`config.mk`:
```
export PLATFORM = sky130hd
export DESIGN_NAME = vga_timing_gen
export DESIGN_NICKNAME = d
export VERILOG_FILES = /design/src/rtl/vga_pkg.sv /design/src/rtl/vga_axis_counter.sv /design/src/rtl/vga_timing_gen.sv
export SDC_FILE = /design/constraint.sdc
export NUM_CORES = 1
export LEC_CHECK = 0
export ABC_CLOCK_PERIOD_IN_PS = 4300
export BUFFER_PORTS_ARGS = -buffer_cell sky130_fd_sc_hd__buf_4
export CAP_MARGIN = 10
export CORE_UTILIZATION = 50
export CTS_BUF_LIST = sky130_fd_sc_hd__clkbuf_4 sky130_fd_sc_hd__clkbuf_8 sky130_fd_sc_hd__clkbuf_16
export DETAILED_ROUTE_END_ITERATION = 12
export PLACE_DENSITY = 0.82
export SYNTH_ARGS = -nofsm -noshare
export SYNTH_HDL_FRONTEND = slang
export SYNTH_SLANG_ARGS = --single-unit
export TNS_END_PERCENT = 5
```
`constraint.sdc`:
```
create_clock -name Clock -period 4.3 [get_ports Clock]
set_clock_uncertainty 0.05 [all_clocks]
set_input_delay 0.43 -clock Clock [delete_from_list [all_inputs] [get_ports Clock]]
set_output_delay 0.43 -clock Clock [all_outputs]
set_load 0.02 [all_outputs]
```
`src/rtl/vga_pkg.sv`:
```
// Timing-set definitions shared by the VGA raster generator and its axis counters.
// A timing set holds both axes plus the active level of each sync pin.
package vga_pkg;

  typedef struct packed {
    logic [11:0] h_active;
    logic [11:0] h_fp;
    logic [11:0] h_sync;
    logic [11:0] h_bp;
    logic [11:0] v_active;
    logic [11:0] v_fp;
    logic [11:0] v_sync;
    logic [11:0] v_bp;
    logic        h_pol;
    logic        v_pol;
  } timing_t;

  localparam timing_t VGA_800x600_72 = '{
    h_active: 12'd800, h_fp: 12'd56, h_sync: 12'd120, h_bp: 12'd64,
    v_active: 12'd600, v_fp: 12'd37, v_sync: 12'd6,   v_bp: 12'd23,
    h_pol:    1'b1,    v_pol: 1'b1
  };

  localparam timing_t VGA_640x480_60 = '{
    h_active: 12'd640, h_fp: 12'd16, h_sync: 12'd96, h_bp: 12'd48,
    v_active: 12'd480, v_fp: 12'd10, v_sync: 12'd2,  v_bp: 12'd33,
    h_pol:    1'b0,    v_pol: 1'b0
  };

  function automatic logic [11:0] h_total(input timing_t t);
    return t.h_active + t.h_fp + t.h_sync + t.h_bp;
  endfunction

  function automatic logic [11:0] v_total(input timing_t t);
    return t.v_active + t.v_fp + t.v_sync + t.v_bp;
  endfunction

endpackage

```
`src/rtl/vga_axis_counter.sv`:
```
// One raster axis: wrapping counter plus active/sync decode of its next value.
// Wrap uses the totals of the running mode; decode uses the mode that applies next cycle.
module vga_axis_counter
  import vga_pkg::*;
#(
  parameter int W = 12
) (
  input  logic         Clock,
  input  logic         Reset,
  input  logic         en,
  input  logic [W-1:0] cur_total,
  input  logic [W-1:0] nxt_active,
  input  logic [W-1:0] nxt_fp,
  input  logic [W-1:0] nxt_sync,
  input  logic         nxt_pol,
  output logic [W-1:0] count_next,
  output logic         wrap,
  output logic         active_next,
  output logic         pulse_next,
  output logic         sync_pin
);

  logic [W-1:0] cnt_q;
  logic [W-1:0] cnt_d;
  logic         sync_pin_q;
  logic         sync_pin_d;
  logic [W:0]   pulse_lo;
  logic [W:0]   pulse_hi;

  always_comb begin
    wrap  = (cnt_q == cur_total - W'(1));
    cnt_d = cnt_q;
    if (Reset) begin
      cnt_d = '0;
    end else if (en) begin
      cnt_d = wrap ? '0 : cnt_q + W'(1);
    end

    // One extra bit so active+fp+sync cannot overflow the compare.
    pulse_lo    = {1'b0, nxt_active} + {1'b0, nxt_fp};
    pulse_hi    = pulse_lo + {1'b0, nxt_sync};
    active_next = (cnt_d < nxt_active);
    pulse_next  = ({1'b0, cnt_d} >= pulse_lo) && ({1'b0, cnt_d} < pulse_hi);
    sync_pin_d  = pulse_next ? nxt_pol : ~nxt_pol;
  end

  always_ff @(posedge Clock) begin
    cnt_q      <= cnt_d;
    sync_pin_q <= sync_pin_d;
  end

  assign count_next = cnt_d;
  assign sync_pin   = sync_pin_q;

endmodule

```
`src/rtl/vga_timing_gen.sv`:
```
// Dual-mode VGA raster timing generator; the mode switches only on a frame boundary.
// Every output is a flop loaded from decode of the next counter state.
module vga_timing_gen
  import vga_pkg::*;
#(
  parameter int      COORD_W = 12,
  parameter timing_t MODE0   = VGA_800x600_72,
  parameter timing_t MODE1   = VGA_640x480_60
) (
  input  logic               Clock,
  input  logic               Reset,
  input  logic               mode_sel,
  output logic               mode_active,
  output logic [COORD_W-1:0] nextX,
  output logic [COORD_W-1:0] nextY,
  output logic               blank_n,
  output logic               hSync_n,
  output logic               vSync_n,
  output logic               sync_n,
  output logic               line_start,
  output logic               frame_start
);

  localparam logic [COORD_W-1:0] HT0 = COORD_W'(h_total(MODE0));
  localparam logic [COORD_W-1:0] HT1 = COORD_W'(h_total(MODE1));
  localparam logic [COORD_W-1:0] VT0 = COORD_W'(v_total(MODE0));
  localparam logic [COORD_W-1:0] VT1 = COORD_W'(v_total(MODE1));

  logic               mode_q, mode_d;
  logic [COORD_W-1:0] x_q, x_d;
  logic [COORD_W-1:0] y_q, y_d;
  logic               blank_q, blank_d;
  logic               sync_q, sync_d;
  logic               line_q, line_d;
  logic               frame_q, frame_d;

  logic [COORD_W-1:0] h_tot, v_tot;
  logic [COORD_W-1:0] h_cnt_n, v_cnt_n;
  logic               h_wrap, v_wrap;
  logic               h_act_n, v_act_n;
  logic               h_pulse_n, v_pulse_n;
  logic               h_pin, v_pin;
  logic               frame_end;
  logic               active_d;

  always_comb begin
    frame_end = h_wrap & v_wrap;
    // The requested mode is only taken at reset or on the last pixel of a frame.
    mode_d    = (Reset || frame_end) ? mode_sel : mode_q;
    h_tot     = mode_q ? HT1 : HT0;
    v_tot     = mode_q ? VT1 : VT0;

    active_d  = h_act_n & v_act_n;
    x_d       = active_d ? h_cnt_n : '0;
    y_d       = active_d ? v_cnt_n : '0;
    blank_d   = active_d;
    sync_d    = ~(h_pulse_n | v_pulse_n);
    line_d    = (h_cnt_n == '0);
    frame_d   = line_d && (v_cnt_n == '0);
  end

  vga_axis_counter #(.W(COORD_W)) u_h_axis (
    .Clock       (Clock),
    .Reset       (Reset),
    .en          (1'b1),
    .cur_total   (h_tot),
    .nxt_active  (mode_d ? COORD_W'(MODE1.h_active) : COORD_W'(MODE0.h_active)),
    .nxt_fp      (mode_d ? COORD_W'(MODE1.h_fp)     : COORD_W'(MODE0.h_fp)),
    .nxt_sync    (mode_d ? COORD_W'(MODE1.h_sync)   : COORD_W'(MODE0.h_sync)),
    .nxt_pol     (mode_d ? MODE1.h_pol : MODE0.h_pol),
    .count_next  (h_cnt_n),
    .wrap        (h_wrap),
    .active_next (h_act_n),
    .pulse_next  (h_pulse_n),
    .sync_pin    (h_pin)
  );

  vga_axis_counter #(.W(COORD_W)) u_v_axis (
    .Clock       (Clock),
    .Reset       (Reset),
    .en          (h_wrap),
    .cur_total   (v_tot),
    .nxt_active  (mode_d ? COORD_W'(MODE1.v_active) : COORD_W'(MODE0.v_active)),
    .nxt_fp      (mode_d ? COORD_W'(MODE1.v_fp)     : COORD_W'(MODE0.v_fp)),
    .nxt_sync    (mode_d ? COORD_W'(MODE1.v_sync)   : COORD_W'(MODE0.v_sync)),
    .nxt_pol     (mode_d ? MODE1.v_pol : MODE0.v_pol),
    .count_next  (v_cnt_n),
    .wrap        (v_wrap),
    .active_next (v_act_n),
    .pulse_next  (v_pulse_n),
    .sync_pin    (v_pin)
  );

  always_ff @(posedge Clock) begin
    mode_q  <= mode_d;
    x_q     <= x_d;
    y_q     <= y_d;
    blank_q <= blank_d;
    sync_q  <= sync_d;
    line_q  <= line_d;
    frame_q <= frame_d;
  end

  assign mode_active = mode_q;
  assign nextX       = x_q;
  assign nextY       = y_q;
  assign blank_n     = blank_q;
  assign hSync_n     = h_pin;
  assign vSync_n     = v_pin;
  assign sync_n      = sync_q;
  assign line_start  = line_q;
  assign frame_start = frame_q;

endmodule

```
After elaboration in Yosys (flattened, before gate mapping)
Index checks and enable logic that the tools add are counted.
{"block": "op_classes", "add_sub_neg": 8, "order_cmp": 6, "eq_ne": 2, "mux": 17, "bitwise": 4, "n_reduce_logical": 6}
{"operator": "$mux 12", "n": 5}
{"operator": "$ge 12x13->1", "n": 2}
{"operator": "$lt 12x13->1", "n": 2}
{"operator": "$add 12x1->12 const B", "n": 2}
{"operator": "$eq 12x12->1", "n": 2}
{"operator": "$logic_not 12->1", "n": 2}
{"operator": "$lt 12x10->1", "n": 2}
{"operator": "$add 10x6->11", "n": 2}
{"operator": "$add 13x3->13", "n": 1}
{"operator": "$add 13x7->13", "n": 1}
{"operator": "$mux 6", "n": 2}
{"operator": "$sub 11x1->12 const B", "n": 1}
{"operator": "$mux 11", "n": 1}
{"operator": "$sub 10x1->11 const B", "n": 1}
{"operator": "$mux 10", "n": 1}
{"operator": "$mux 9", "n": 1}
{"operator": "$mux 8", "n": 1}
{"operator": "$mux 5", "n": 1}
{"operator": "$mux 1", "n": 4}
{"operator": "$logic_and 1x1->1", "n": 3}
{"operator": "$mux 3", "n": 1}
{"operator": "$and 1x1->1", "n": 2}
{"operator": "$logic_or 1x1->1", "n": 1}
{"operator": "$not 1->1", "n": 1}
{"operator": "$or 1x1->1", "n": 1}
{"block": "word_totals", "reg_bits": 55, "out_inout_bits": 31, "elab_cells": 54}

Longest topological paths before layout
Gate-level depths: netlist of run 1.
{"block": "logic_depth", "ltp_word": 13, "mapped_depth": 18, "depth_no_buf": 16}

Modules after synthesis
Synthesis of run 1 repeated with hierarchy kept, for this count alone.
{"block": "hier_totals", "hier_cells": 801, "area_unflattened_um2": 6478.7}
{"mod": "vga_axis_counter at u_h_axis", "instances": 1, "cells_each": 372, "area_each_um2": 2876.5}
{"mod": "vga_axis_counter at u_v_axis", "instances": 1, "cells_each": 356, "area_each_um2": 2762.6}
{"mod": "vga_timing_gen", "instances": 1, "cells_each": 73, "area_each_um2": 839.6}

Worst setup path after synthesis of run 1
Ideal clock, no wire load.
{"block": "synth_path", "path_type": "reg-to-reg", "startpoint": "register mode_q, in the netlist mode_active", "endpoint": "register sync_q, in the netlist sync_n", "setup_time_ns": 0.115, "t_arrival_ns": 4.196, "t_required_ns": 4.135, "setup_slack_ns": -0.061, "path_stages_with_launch": 17, "n_path_buf": 1, "cell_sequence": "dfxtp_1 > or4_4 > mux2_4 > o21ai_4 > and2_1 > buf_2 > mux2i_1 > inv_1 > ha_1 > o21bai_1 > a21oi_1 > o21ai_0 > a21o_1 > a31o_2 > a21oi_1 > o221ai_1 > and2_1"}
{"block": "synth_between", "elab_chain_cells": 13}
{"item": "start: declaration", "line_no": "vga_timing_gen.sv:29", "rtl": "logic mode_q, mode_d;"}
{"item": "start signal: assignment", "line_no": "vga_timing_gen.sv:95", "rtl": "mode_q <= mode_d;"}
{"item": "$mux 11 or $mux 8 (tied branches)", "line_no": "vga_timing_gen.sv:50, vga_timing_gen.sv:51"}
{"item": "$sub 11x1->12 or $sub 10x1->11 (tied branches)", "line_no": "vga_axis_counter.sv:31", "rtl": "wrap = (cnt_q == cur_total - W'(1));"}
{"item": "$eq 12x12->1", "line_no": "vga_axis_counter.sv:31"}
{"item": "$and 1x1->1", "line_no": "vga_timing_gen.sv:47", "rtl": "frame_end = h_wrap & v_wrap;"}
{"item": "$logic_or 1x1->1", "line_no": "vga_timing_gen.sv:49", "rtl": "mode_d = (Reset || frame_end) ? mode_sel : mode_q;"}
{"item": "$mux 1 *", "line_no": "vga_timing_gen.sv:49"}
{"item": "net mode_d", "line_no": "vga_timing_gen.sv:29"}
{"item": "$mux 6, or another cell as far along", "line_no": "vga_timing_gen.sv:68", "rtl": ".nxt_fp (mode_d ? COORD_W'(MODE1.h_fp) : COORD_W'(MODE0.h_fp)),"}
{"item": "$add 10x6->11", "line_no": "vga_axis_counter.sv:40", "rtl": "pulse_lo = {1'b0, nxt_active} + {1'b0, nxt_fp};"}
{"item": "$add 13x7->13 or $add 13x3->13 (tied branches)", "line_no": "vga_axis_counter.sv:41", "rtl": "pulse_hi = pulse_lo + {1'b0, nxt_sync};"}
{"item": "$lt 12x13->1", "line_no": "vga_axis_counter.sv:43", "rtl": "pulse_next = ({1'b0, cnt_d} >= pulse_lo) && ({1'b0, cnt_d} < pulse_hi);"}
{"item": "$logic_and 1x1->1", "line_no": "vga_axis_counter.sv:43"}
{"item": "$or 1x1->1 *", "line_no": "vga_timing_gen.sv:57", "rtl": "sync_d = ~(h_pulse_n | v_pulse_n);"}
{"item": "$not 1->1 *", "line_no": "vga_timing_gen.sv:57"}
{"item": "net sync_d", "line_no": "vga_timing_gen.sv:33", "rtl": "logic sync_q, sync_d;"}
{"item": "end signal: assignment", "line_no": "vga_timing_gen.sv:99", "rtl": "sync_q <= sync_d;"}
{"item": "end: declaration", "line_no": "vga_timing_gen.sv:33"}
Mark *: on every way through the listed nets, which the timed path passes. The rest lies on a longest branch.
A chain may end at the register's enable or synchronous reset.

Final worst setup path of run 1
{"block": "layout_path", "startpoint": "register u_h_axis.cnt_q[7]", "endpoint": "register x_q[2], in the netlist nextX[2]"}
{"block": "layout_between", "elab_chain_cells": 7}
{"item": "start: declaration", "line_no": "vga_axis_counter.sv:23", "rtl": "logic [W-1:0] cnt_q;"}
{"item": "start signal: assignment", "line_no": "vga_axis_counter.sv:48", "rtl": "cnt_q <= cnt_d;"}
{"item": "$eq 12x12->1 *", "line_no": "vga_axis_counter.sv:31"}
{"item": "$and 1x1->1 *", "line_no": "vga_timing_gen.sv:47"}
{"item": "$logic_or 1x1->1 *", "line_no": "vga_timing_gen.sv:49"}
{"item": "$mux 1 *", "line_no": "vga_timing_gen.sv:49"}
{"item": "net mode_d", "line_no": "vga_timing_gen.sv:29"}
{"item": "$mux 9 or $mux 10 (tied branches)", "line_no": "vga_timing_gen.sv:67, vga_timing_gen.sv:83"}
{"item": "$lt 12x10->1", "line_no": "vga_axis_counter.sv:42", "rtl": "active_next = (cnt_d < nxt_active);"}
{"item": "$and 1x1->1 *", "line_no": "vga_timing_gen.sv:53", "rtl": "active_d = h_act_n & v_act_n;"}
{"item": "end signal: assignment", "line_no": "vga_timing_gen.sv:96", "rtl": "x_q <= x_d;"}
{"item": "end: declaration", "line_no": "vga_timing_gen.sv:30", "rtl": "logic [COORD_W-1:0] x_q, x_d;"}
Marked as above.

==> metrics.cfg, run 1 <==
[placed_design]
place.gp.congestion = 0.933
postPlaceCellArea_um2 = 3080
numPortBuffers = 33
dp.final_hpwl_mm = 4.65
dp_slack_ps = 229

[routing]
highest_layer = met4
drtIter0Drc = 209
wl_met3_um = 286
met1_length_mm = 2.78
post-route-drc-count = 0
routedWlPerCell_um = 15.5
wl_met2_mm = 3.03
postRouteAntennaNets = 0
dr.pass1.iters = 4
via_per_inst = 5.64
routed_wl_mm = 6.28
num_vias = 2285

[sta]
finalCritPeriodShare = 0.929
slew_headroom = 0.600
fmax_mhz = 250
rsz0062_at_grt = false
fin_setup_tns_ps = 0
tightest_slew_ps = 599
setup_slack_ps = 305
drv_slew = 0
setup-violations-final = 0
fin_crit_ps = 3990
hold_violations = 0

[hold_path]
hp-class = in -> reg
holdCritStartpoint = Reset

[power]
p_int_uw = 703
pwr-share-clk = 0.302
pwr-share-seq = 0.562
pwr-share-comb = 0.136
switching_power_uw = 239
ir_worst_vdd_v = 0.000180
p_per_area_nw_per_um2 = 297
leakagePower_uw = 0.00146
switching_share = 0.254

[clock_tree]
root_buffer = clkbuf_8
clkLatencyLatePin_ps = 310
cts_buffer_depth = 2
cts_buffers = 5
h-tree-depth = 2
tritoncts = built
clkSinkCount = 55
cts.clk_slew.worst_paths_ps = 90

[synth]
syn_avg_cell_area_um2 = 9.36
seq_area_frac_synth = 0.402
ys_types = 60
synthFlopType = dfxtp_1
synth-edff-count = 0
ys_seq_elements = 55
async_flop_share = 0
syn_area_um2 = 2740
yosys_warnings = 0
synthCells = 293

[grt]
track_usage = 0.228
grt_pass1_vias = 2216
overflow = 0
antenna_found_initial = 0
grt_max_degree = 17
grt_pass1_wl_mm = 10.5

[job]
maxCapViolCount = 0

[finish]
antenna_cells = 0
final_nets = 359
drive_gt1_frac = 0.200
fin_area_um2 = 3170
syn_to_final_growth_pct = 15.7

[floorplan]
boundaryPins = 34
core_area_um2 = 5200
fp.dieW_um = 76.0
initial_core_util = 0.527
dieHeight_um = 76.0
dieArea_um2 = 5780
rows = 26

[setup_path]
cp_max_fo = 16
worstPathRequired_ps = 4480
crit_path_start = u_h_axis.cnt_q[7]$_DFF_P_
critPathKind = reg -> reg
cp-end-kind = flop
cp-start-kind = flop
r2r_start = u_h_axis.cnt_q[7]$_DFF_P_
critPathArrivalTime_ps = 4170

[run_status]
status = completed

==> stage by stage <==
| step | hold slack (ps) | power (µW) | util | std cells |
|---|---|---|---|---|
| 6_report | 291 | 942 | 0.610 | 405 |
| 5_1_grt | 284 | 987 | 0.610 | 405 |
| 4_1_cts | 280 | 952 | 0.608 | 404 |
| 3_5_place_dp | 459 | 667 | 0.591 | 397 |
| 3_3_place_gp | 419 | 664 | 0.591 | 397 |
| 2_1_floorplan | 399 | 623 | - | 296 |
==> power by group through the flow <==
stage	registers (µW)	logic [µW]	clock network (µW)
final	530	128	285
after global routing	531	140	315
after CTS	530	127	295
after detailed placement	541	126	0
after global placement	541	123	0
after floorplan	555	67.8	0
==> cells by family after synthesis <==
group | count (synthesis) | synth area share
mux | 5 | 0.0246
fa+ha+maj | 21 | 0.0958
flops | 55 | 0.402
xor+xnor | 18 | 0.0575
compound gates | 44 | 0.126
other cells | 1 | 0.00137
buf+inv | 26 | 0.0429
simple gates | 123 | 0.250
==> state kept, by name (all words and copies together), names as in the netlist <==
name,flops
line_start,1
u_h_axis.sync_pin,1
blank_n,1
u_v_axis.sync_pin,1
frame_start,1
sync_n,1
nextX,12
nextY,12
u_v_axis.cnt_q,12
u_h_axis.cnt_q,12
mode_active,1
==> cell type report <==
class / instances / area (µm²)
inverter: 21 / 78.8
clock inverter: 1 / 5.00
fill: 476 / 2030
multi-input combinational: 215 / 1540
sequential: 55 / 1100
timing repair buffer: 37 / 278
tap: 70 / 87.6
clock buffer: 6 / 82.6
==> timing repair <==
item,in CTS,in global routing
resized for setup,0,2
buffers inserted,0,1
endpoints found under the setup margin,0,18
hold buffers,0,0
==> critical path, cell delays in order, from the launching register on <==
cell and delay [ps]:
dfxtp_1 370, or4_1 540, or2_1 350, o21ai_4 180, and2_1 290, mux2i_2 280, inv_1 230, ha_1 380
nor2b_1 140, o21ai_0 140, nand2b_1 70, a31oi_1 200, a2bb2oi_2 280, nand2_4 200, nor3_1 210
==> worst paths after layout <==
kind                                             endpoint  slack (ps)  depth (start not counted)
worst max register to register        nextX[2]$_SDFF_PN0_         310                         14
worst min register to register  u_h_axis.cnt_q[0]$_DFF_P_         480                          1
worst max-delay path                  nextX[2]$_SDFF_PN0_         310                         14
worst min-delay path                  nextX[2]$_SDFF_PN0_         290                          2
==> placed cells by master, fill, tap and decap left out, types with 7 or more instances in the layout <==
cell type  synthesis  final
ha_1              21     20
nor2_1            31     31
buf_4              1     37
o21ai_0            7      7
dfxtp_1           55     55
xnor2_1            9      9
and3_1             8      8
nor3_1             9      9
inv_1             21     21
nand2_1           15     15
nand3_1           11     11
nand4_1           10     10
a21oi_1            7      7
xor2_1             9      9
==> cell usage after synthesis, types with 7 or more instances <==
cell type	count	area, µm²
ha_1	21	263
nand2_1	15	56.3
xor2_1	9	78.8
nor3_1	9	45.0
o21ai_0	7	35.0
nand3_1	11	55.1
a21oi_1	7	35.0
nor2_1	31	116
inv_1	21	78.8
dfxtp_1	55	1100
and3_1	8	50.1
xnor2_1	9	78.8
nand4_1	10	62.6
==> metal layers <==
layer / up-vias / track usage
met5: - / 0
met4: 0 / 0.0981
met2: 70 / 0.399
met3: 17 / 0.0407
li1: 1114 / -
met1: 1084 / 0.274
Note: power is estimated with default switching activity, not from simulation.
==> inputs of run 2 (changes only) <==
- CORE_MARGIN: default -> 2
==> run 2 against run 1 <==
Compared with the run above: critical path depth is 1 higher; clock power is 24% higher; flip-flop and latch count is the same; sequential share of layout area is 0.30 points lower; final cell count grew 0.25%; largest cell class unchanged; highest routed layer unchanged.
==> metrics.cfg, run 2 (synthesis results as in run 1) <==
[setup_path]
worstPathRequired_ps = 4480  ; about the same
critPathArrivalTime_ps = 4060  ; -110 ps
critPathKind = reg -> reg
cp-start-kind = flop
r2r_slack_ps = 430  ; +120 ps
r2r_start = u_h_axis.cnt_q[0]$_DFF_P_
cp_max_fo = 16  ; unchanged
crit_path_max_incr_delay_ps = 430  ; -110 ps
cp-end-kind = flop
r2r_end = nextX[0]$_SDFF_PN0_
path_cells = ha_1, nand3_1, or2_1, o21ai_4, and2_2, mux2i_2, inv_1, ha_1, nor2b_1, o21ai_0, nand2b_1, a31oi_1, a2bb2oi_2, nand2_4, nor3_1
cp_slowest_cell = dfxtp_1
path_common_cell = ha_1
ff2ff_path_depth = 15  ; +1

[power]
pwr-share-clk = 0.350  ; +0.048
switching_power_uw = 254  ; +6.4%
switching_share = 0.253  ; -0.000999
ir_worst_vdd_v = 0.000196  ; +8.8%
pwr-share-comb = 0.122  ; -0.014
pwr-share-seq = 0.528  ; -0.034
p_int_uw = 752  ; +6.9%
p_per_area_nw_per_um2 = 314  ; +5.9%
leakagePower_uw = 0.00148  ; +1.0%

[routing]
postRouteAntennaNets = 0  ; unchanged
routedWlPerCell_um = 15.2  ; -2.2%
dr.pass1.iters = 5  ; +1
num_vias = 2262  ; -1.0%
post-route-drc-count = 0  ; unchanged
drtIter0Drc = 170  ; -19%
via_per_inst = 5.57  ; -1.3%
routed_wl_mm = 6.15  ; -2.0%

[floorplan]
core_area_um2 = 5200  ; unchanged
initial_core_util = 0.527  ; unchanged
dieHeight_um = 78.0  ; +2.6%
dieArea_um2 = 6090  ; +5.3%
rows = 26  ; unchanged
fp.dieW_um = 78.0  ; +2.6%
boundaryPins = 34  ; unchanged

[finish]
fin_cells = 406  ; +0.25%
drive_gt1_frac = 0.202  ; +0.00238
final_nets = 359  ; unchanged
n_fill_cell = 448  ; -5.9%
syn_to_final_growth_pct = 16.8
final_common_cell = dfxtp_1
layout_common_cells = dfxtp_1 (55), buf_4 (37), nor2_1 (31)
antenna_cells = 0  ; unchanged

[run_status]
status = completed

[job]
maxCapViolCount = 0  ; unchanged

[hold_path]
holdCritStartpoint = Reset
whs_path_depth = 2  ; unchanged
holdPathEnd = nextX[2]$_SDFF_PN0_
hp-class = in -> reg

[sta]
drv_slew = 0  ; unchanged
fin_setup_tns_ps = 0  ; unchanged
fmax_mhz = 258  ; +3.2%
setup-violations-final = 0  ; unchanged
fin_crit_ps = 3870  ; -122 ps
finalCritPeriodShare = 0.901  ; -0.0284
rsz0062_at_grt = false
hold_violations = 0  ; unchanged

[clock_tree]
cts_buffer_depth = 2  ; unchanged
h-tree-depth = 2  ; unchanged
root_buffer = clkbuf_8
cts.clk_slew.worst_paths_ps = 90  ; about the same
cts_buffers = 5  ; unchanged
holdBufCountCts = 0  ; unchanged
cts_resized = 0  ; unchanged
clkSinkCount = 55  ; unchanged
cts_setup_buffers = 0  ; unchanged
tritoncts = built
clkLatencyLatePin_ps = 310  ; about the same

[grt]
grt-busiest-layer = met2
overflow = 0  ; unchanged
use_met2 = 0.350  ; -0.0491
antenna_found_initial = 0  ; unchanged
gr-usage-met3 = 0.0356  ; -0.00509
grt_pass1_wl_mm = 10.2  ; -2.2%
track_usage = 0.210  ; -0.0184
grt_util_met1 = 0.274  ; +0.000498
grt_pass1_vias = 2182  ; -1.5%
grt_max_degree = 19  ; +2

[placed_design]
dp.final_hpwl_mm = 4.61  ; -0.82%
numPortBuffers = 33  ; unchanged
place.gp.congestion = 0.943  ; +1.0%
dp.cells = 398  ; +0.25%

## run 2: changes by cell type in the layout (fill, tap and decap cells not counted)
cell	change
and2_1	-1
and2_2	+1
bufinv_16	+1
clkbuf_8	-1
clkinv_2	-1
clkinv_4	+1
ha_1	+1
ha_2	-1
inv_6	+1
## run 2: per-stage QoR
stage          worst slack [ps]  hold WS (ps)  utilization  power (µW)  cell area (µm²)
4_1_cts                     287           282        0.615        1010             3200
5_1_grt                    18.0           292        0.615        1050             3200
2_1_floorplan               197           399            -         623             2760
6_report                    427           289        0.615        1010             3200
3_3_place_gp                468           421        0.592         662             3080
3_5_place_dp                362           435        0.592         664             3080
## run 2: layout make-up
type | count | area, µm² | area share
Multi-Input combinational cell | 215 | 1540 | 0.481
Sequential cell | 55 | 1100 | 0.344
Timing Repair Buffer | 37 | 278 | 0.0868
Tap cell | 70 | 87.6 | 0.0274
Inverter | 21 | 78.8 | 0.0246
Clock buffer | 5 | 68.8 | 0.0215
Clock inverter | 3 | 47.5 | 0.0149
## run 2: how the worst max path moves through the flow
| stage | endpoint | cells past startpoint | slack, ps | startpoint |
|---|---|---|---|---|
| after global placement | sync_n$_DFF_P_ | 15 | 470 | u_h_axis.cnt_q[5]$_DFF_P_ |
| final | nextX[0]$_SDFF_PN0_ | 15 | 430 | u_h_axis.cnt_q[0]$_DFF_P_ |
| after global routing | nextX[0]$_SDFF_PN0_ | 15 | 20 | u_h_axis.cnt_q[0]$_DFF_P_ |
| after detailed placement | nextX[0]$_SDFF_PN0_ | 14 | 360 | u_h_axis.cnt_q[5]$_DFF_P_ |
| after CTS | nextX[0]$_SDFF_PN0_ | 15 | 290 | u_h_axis.cnt_q[0]$_DFF_P_ |
| after floorplan | sync_n$_DFF_P_ | 16 | 200 | mode_active$_DFF_P_ |
## run 2: critical path, delay by kind of cell, from the launching register on
kind / cells / cell delay, ps
and+or+nand+nor: 7 / 1390
AOI/OAI and AO/OA: 4 / 830
adders and majority gates: 2 / 640
DFF: 1 / 430
muxes: 1 / 250
buffers and inverters: 1 / 210
## run 2: metal layers
metal	up-vias	routed length [µm]	share of wire
met5	-	0	0
met3	10	352	0.057
li1	1124	-	-
met1	1044	2780	0.45
met2	84	2940	0.48
met4	0	79	0.013
## run 2: power by group through the flow
| stage | registers, µW | clock network (µW) | logic, µW |
|---|---|---|---|
| global placement | 543 | 0 | 120 |
| CTS | 531 | 359 | 122 |
| detailed placement | 543 | 0 | 121 |
| floorplan | 555 | 0 | 67.8 |
| finish | 531 | 352 | 123 |
| global route | 533 | 378 | 135 |
==> inputs of run 3 (changes only) <==
- CELL_PAD_IN_SITES_DETAIL_PLACEMENT: default -> 1
- CELL_PAD_IN_SITES_GLOBAL_PLACEMENT: default -> 2
- CORE_UTILIZATION: 50 -> 32
- PLACE_DENSITY: 0.82 -> 0.83
==> run 3 against run 2 <==
Compared with the run above: register-to-register slack got worse by 20 ps; via count rose by 0.27%; sequential share of layout area fell by 0.50 points; worst hold slack improved by 2.1 ps; clock power fell by 3%; power fell by 0.42%; critical endpoint is now sync_n$_DFF_P_; fmax fell by 0.40%.
==> metrics.cfg, run 3 (synthesis results as in run 1) <==
[routing]
via_per_inst = 5.13  ; -7.9%
post-route-drc-count = 0  ; unchanged
routedWlPerCell_um = 16.7  ; +11%
postRouteAntennaNets = 0  ; unchanged
dr.pass1.iters = 4  ; -1
drtIter0Drc = 114  ; -33%
num_vias = 2268  ; +0.27%
routed_wl_mm = 7.40  ; +20%

[sta]
rsz0062_at_grt = false
drv_slew = 0  ; unchanged
fin_crit_ps = 3890  ; +15.6 ps
fmax_mhz = 257  ; -0.40%
setup-violations-final = 0  ; unchanged
setup_slack_ps = 412  ; -15.6 ps
fin_setup_tns_ps = 0  ; unchanged
hold_violations = 0  ; unchanged
finalCritPeriodShare = 0.904  ; +0.00363

[clock_tree]
h-tree-depth = 2  ; unchanged
holdBufCountCts = 0  ; unchanged
root_buffer = clkbuf_8
clkSinkCount = 55  ; unchanged
cts_buffers = 5  ; unchanged
cts_setup_buffers = 0  ; unchanged
cts.clk_slew.worst_paths_ps = 100  ; about the same
cts_buffer_depth = 2  ; unchanged
clkLatencyLatePin_ps = 310  ; about the same
tritoncts = built

[finish]
antenna_cells = 0  ; unchanged
final_common_cell = dfxtp_1
layout_common_cells = dfxtp_1 (55), buf_4 (39), nor2_1 (31)
fin_area_um2 = 3250  ; +1.5%
syn_to_final_growth_pct = 18.5
final_nets = 361  ; +0.56%
drive_gt1_frac = 0.202  ; -0.000601

[floorplan]
fp.dieW_um = 96.6  ; +24%
rows = 33  ; +27%
dieHeight_um = 96.6  ; +24%
core_area_um2 = 8260  ; +59%
initial_core_util = 0.332  ; -0.195
boundaryPins = 34  ; unchanged
dieArea_um2 = 9320  ; +53%

[power]
p_int_uw = 748  ; -0.52%
pwr-share-seq = 0.531  ; +0.003
leakagePower_uw = 0.00148  ; about the same
pwr-share-comb = 0.127  ; +0.005
pwr-share-clk = 0.342  ; -0.008
switching_power_uw = 254  ; -0.13%
ir_worst_vdd_v = 0.000131  ; -33%
switching_share = 0.254  ; +0.000736
p_per_area_nw_per_um2 = 308  ; -1.9%

[setup_path]
cp-start-kind = flop
cp-end-kind = flop
crit_path_max_incr_delay_ps = 590  ; +160 ps
path_cells = or4_4, mux2_4, o21ai_4, and2_1, mux2i_2, buf_4, ha_1, nand2b_1, a21oi_1, nor2_1, o21ai_0, a21oi_1, o2111a_1, o221ai_1, and2_1
worstPathRequired_ps = 4510  ; +30 ps
critPathKind = reg -> reg
cp_max_fo = 13  ; -3
cp_slowest_cell = or4_4
critPathArrivalTime_ps = 4100  ; +40 ps

[grt]
overflow = 0  ; unchanged
grt_max_degree = 17  ; -2
track_usage = 0.172  ; -0.0372
grt_pass1_vias = 2284  ; +4.7%
antenna_found_initial = 0  ; unchanged
grt_pass1_wl_mm = 12.1  ; +18%

[job]
maxCapViolCount = 0  ; unchanged

[placed_design]
dp.final_hpwl_mm = 5.67  ; +23%
place.gp.congestion = 0.833  ; -12%
postPlaceCellArea_um2 = 3140  ; +1.9%
numPortBuffers = 33  ; unchanged
dp_slack_ps = 396  ; +33.7 ps

[hold_path]
hp-class = in -> reg

[run_status]
status = completed

[run 3: stage by stage]
step,cells,util,hold slack [ps],total power (µW)
after detailed placement,435,0.380,440,671
after global placement,435,0.380,421,667
after CTS,442,0.393,288,1010
after floorplan,296,-,399,623
after global routing,442,0.393,285,1050
final,442,0.393,291,1000
[run 3: critical path, delay by kind of cell (launching register included)]
kind            cells  cell delay [ps]
mux                 2              580
flops               1              400
fa+ha+maj           1              250
compound gates      6             1110
buf+inv             1              250
simple gates        5             1190
[run 3: repair_timing]
| item | 4_1_cts | 5_1_grt |
|---|---|---|
| setup endpoints to repair | 0 | 1 |
| hold endpoints to repair | 0 | 0 |
| gates resized for setup | 0 | 1 |
[run 3: power by group through the flow]
stage / registers, µW / logic (µW) / clock network, µW
floorplan: 555 / 67.8 / 0
global placement: 543 / 124 / 0
detailed placement: 544 / 128 / 0
CTS: 532 / 128 / 353
global route: 534 / 141 / 372
finish: 532 / 127 / 343
[run 3: worst paths after layout]
| kind | start | endpoint | slack [ps] | cells past startpoint |
|---|---|---|---|---|
| hold / removal | Reset | nextX[2]$_SDFF_PN0_ | 290 | 2 |
| setup reg to reg | mode_active$_DFF_P_ | sync_n$_DFF_P_ | 410 | 15 |
| hold reg to reg | u_h_axis.cnt_q[0]$_DFF_P_ | u_h_axis.cnt_q[0]$_DFF_P_ | 460 | 1 |
| setup / recovery | mode_active$_DFF_P_ | sync_n$_DFF_P_ | 410 | 15 |
[run 3: routing by layer]
metal,wire [µm],track usage,vias up,share of wire
met5,0,0,-,0
met2,3540,0.282,37,0.48
li1,-,-,1119,-
met3,161,0.0240,6,0.022
met4,105,0.0552,0,0.014
met1,3590,0.235,1106,0.49
[run 3: layout make-up]
type	instances	area [µm²]
Tap cell	105	131
Multi-Input combinational cell	215	1540
Timing Repair Buffer	39	293
Inverter	21	78.8
Sequential cell	55	1100
Fill cell	1004	5010
Clock buffer	5	68.8
Clock inverter	2	37.5
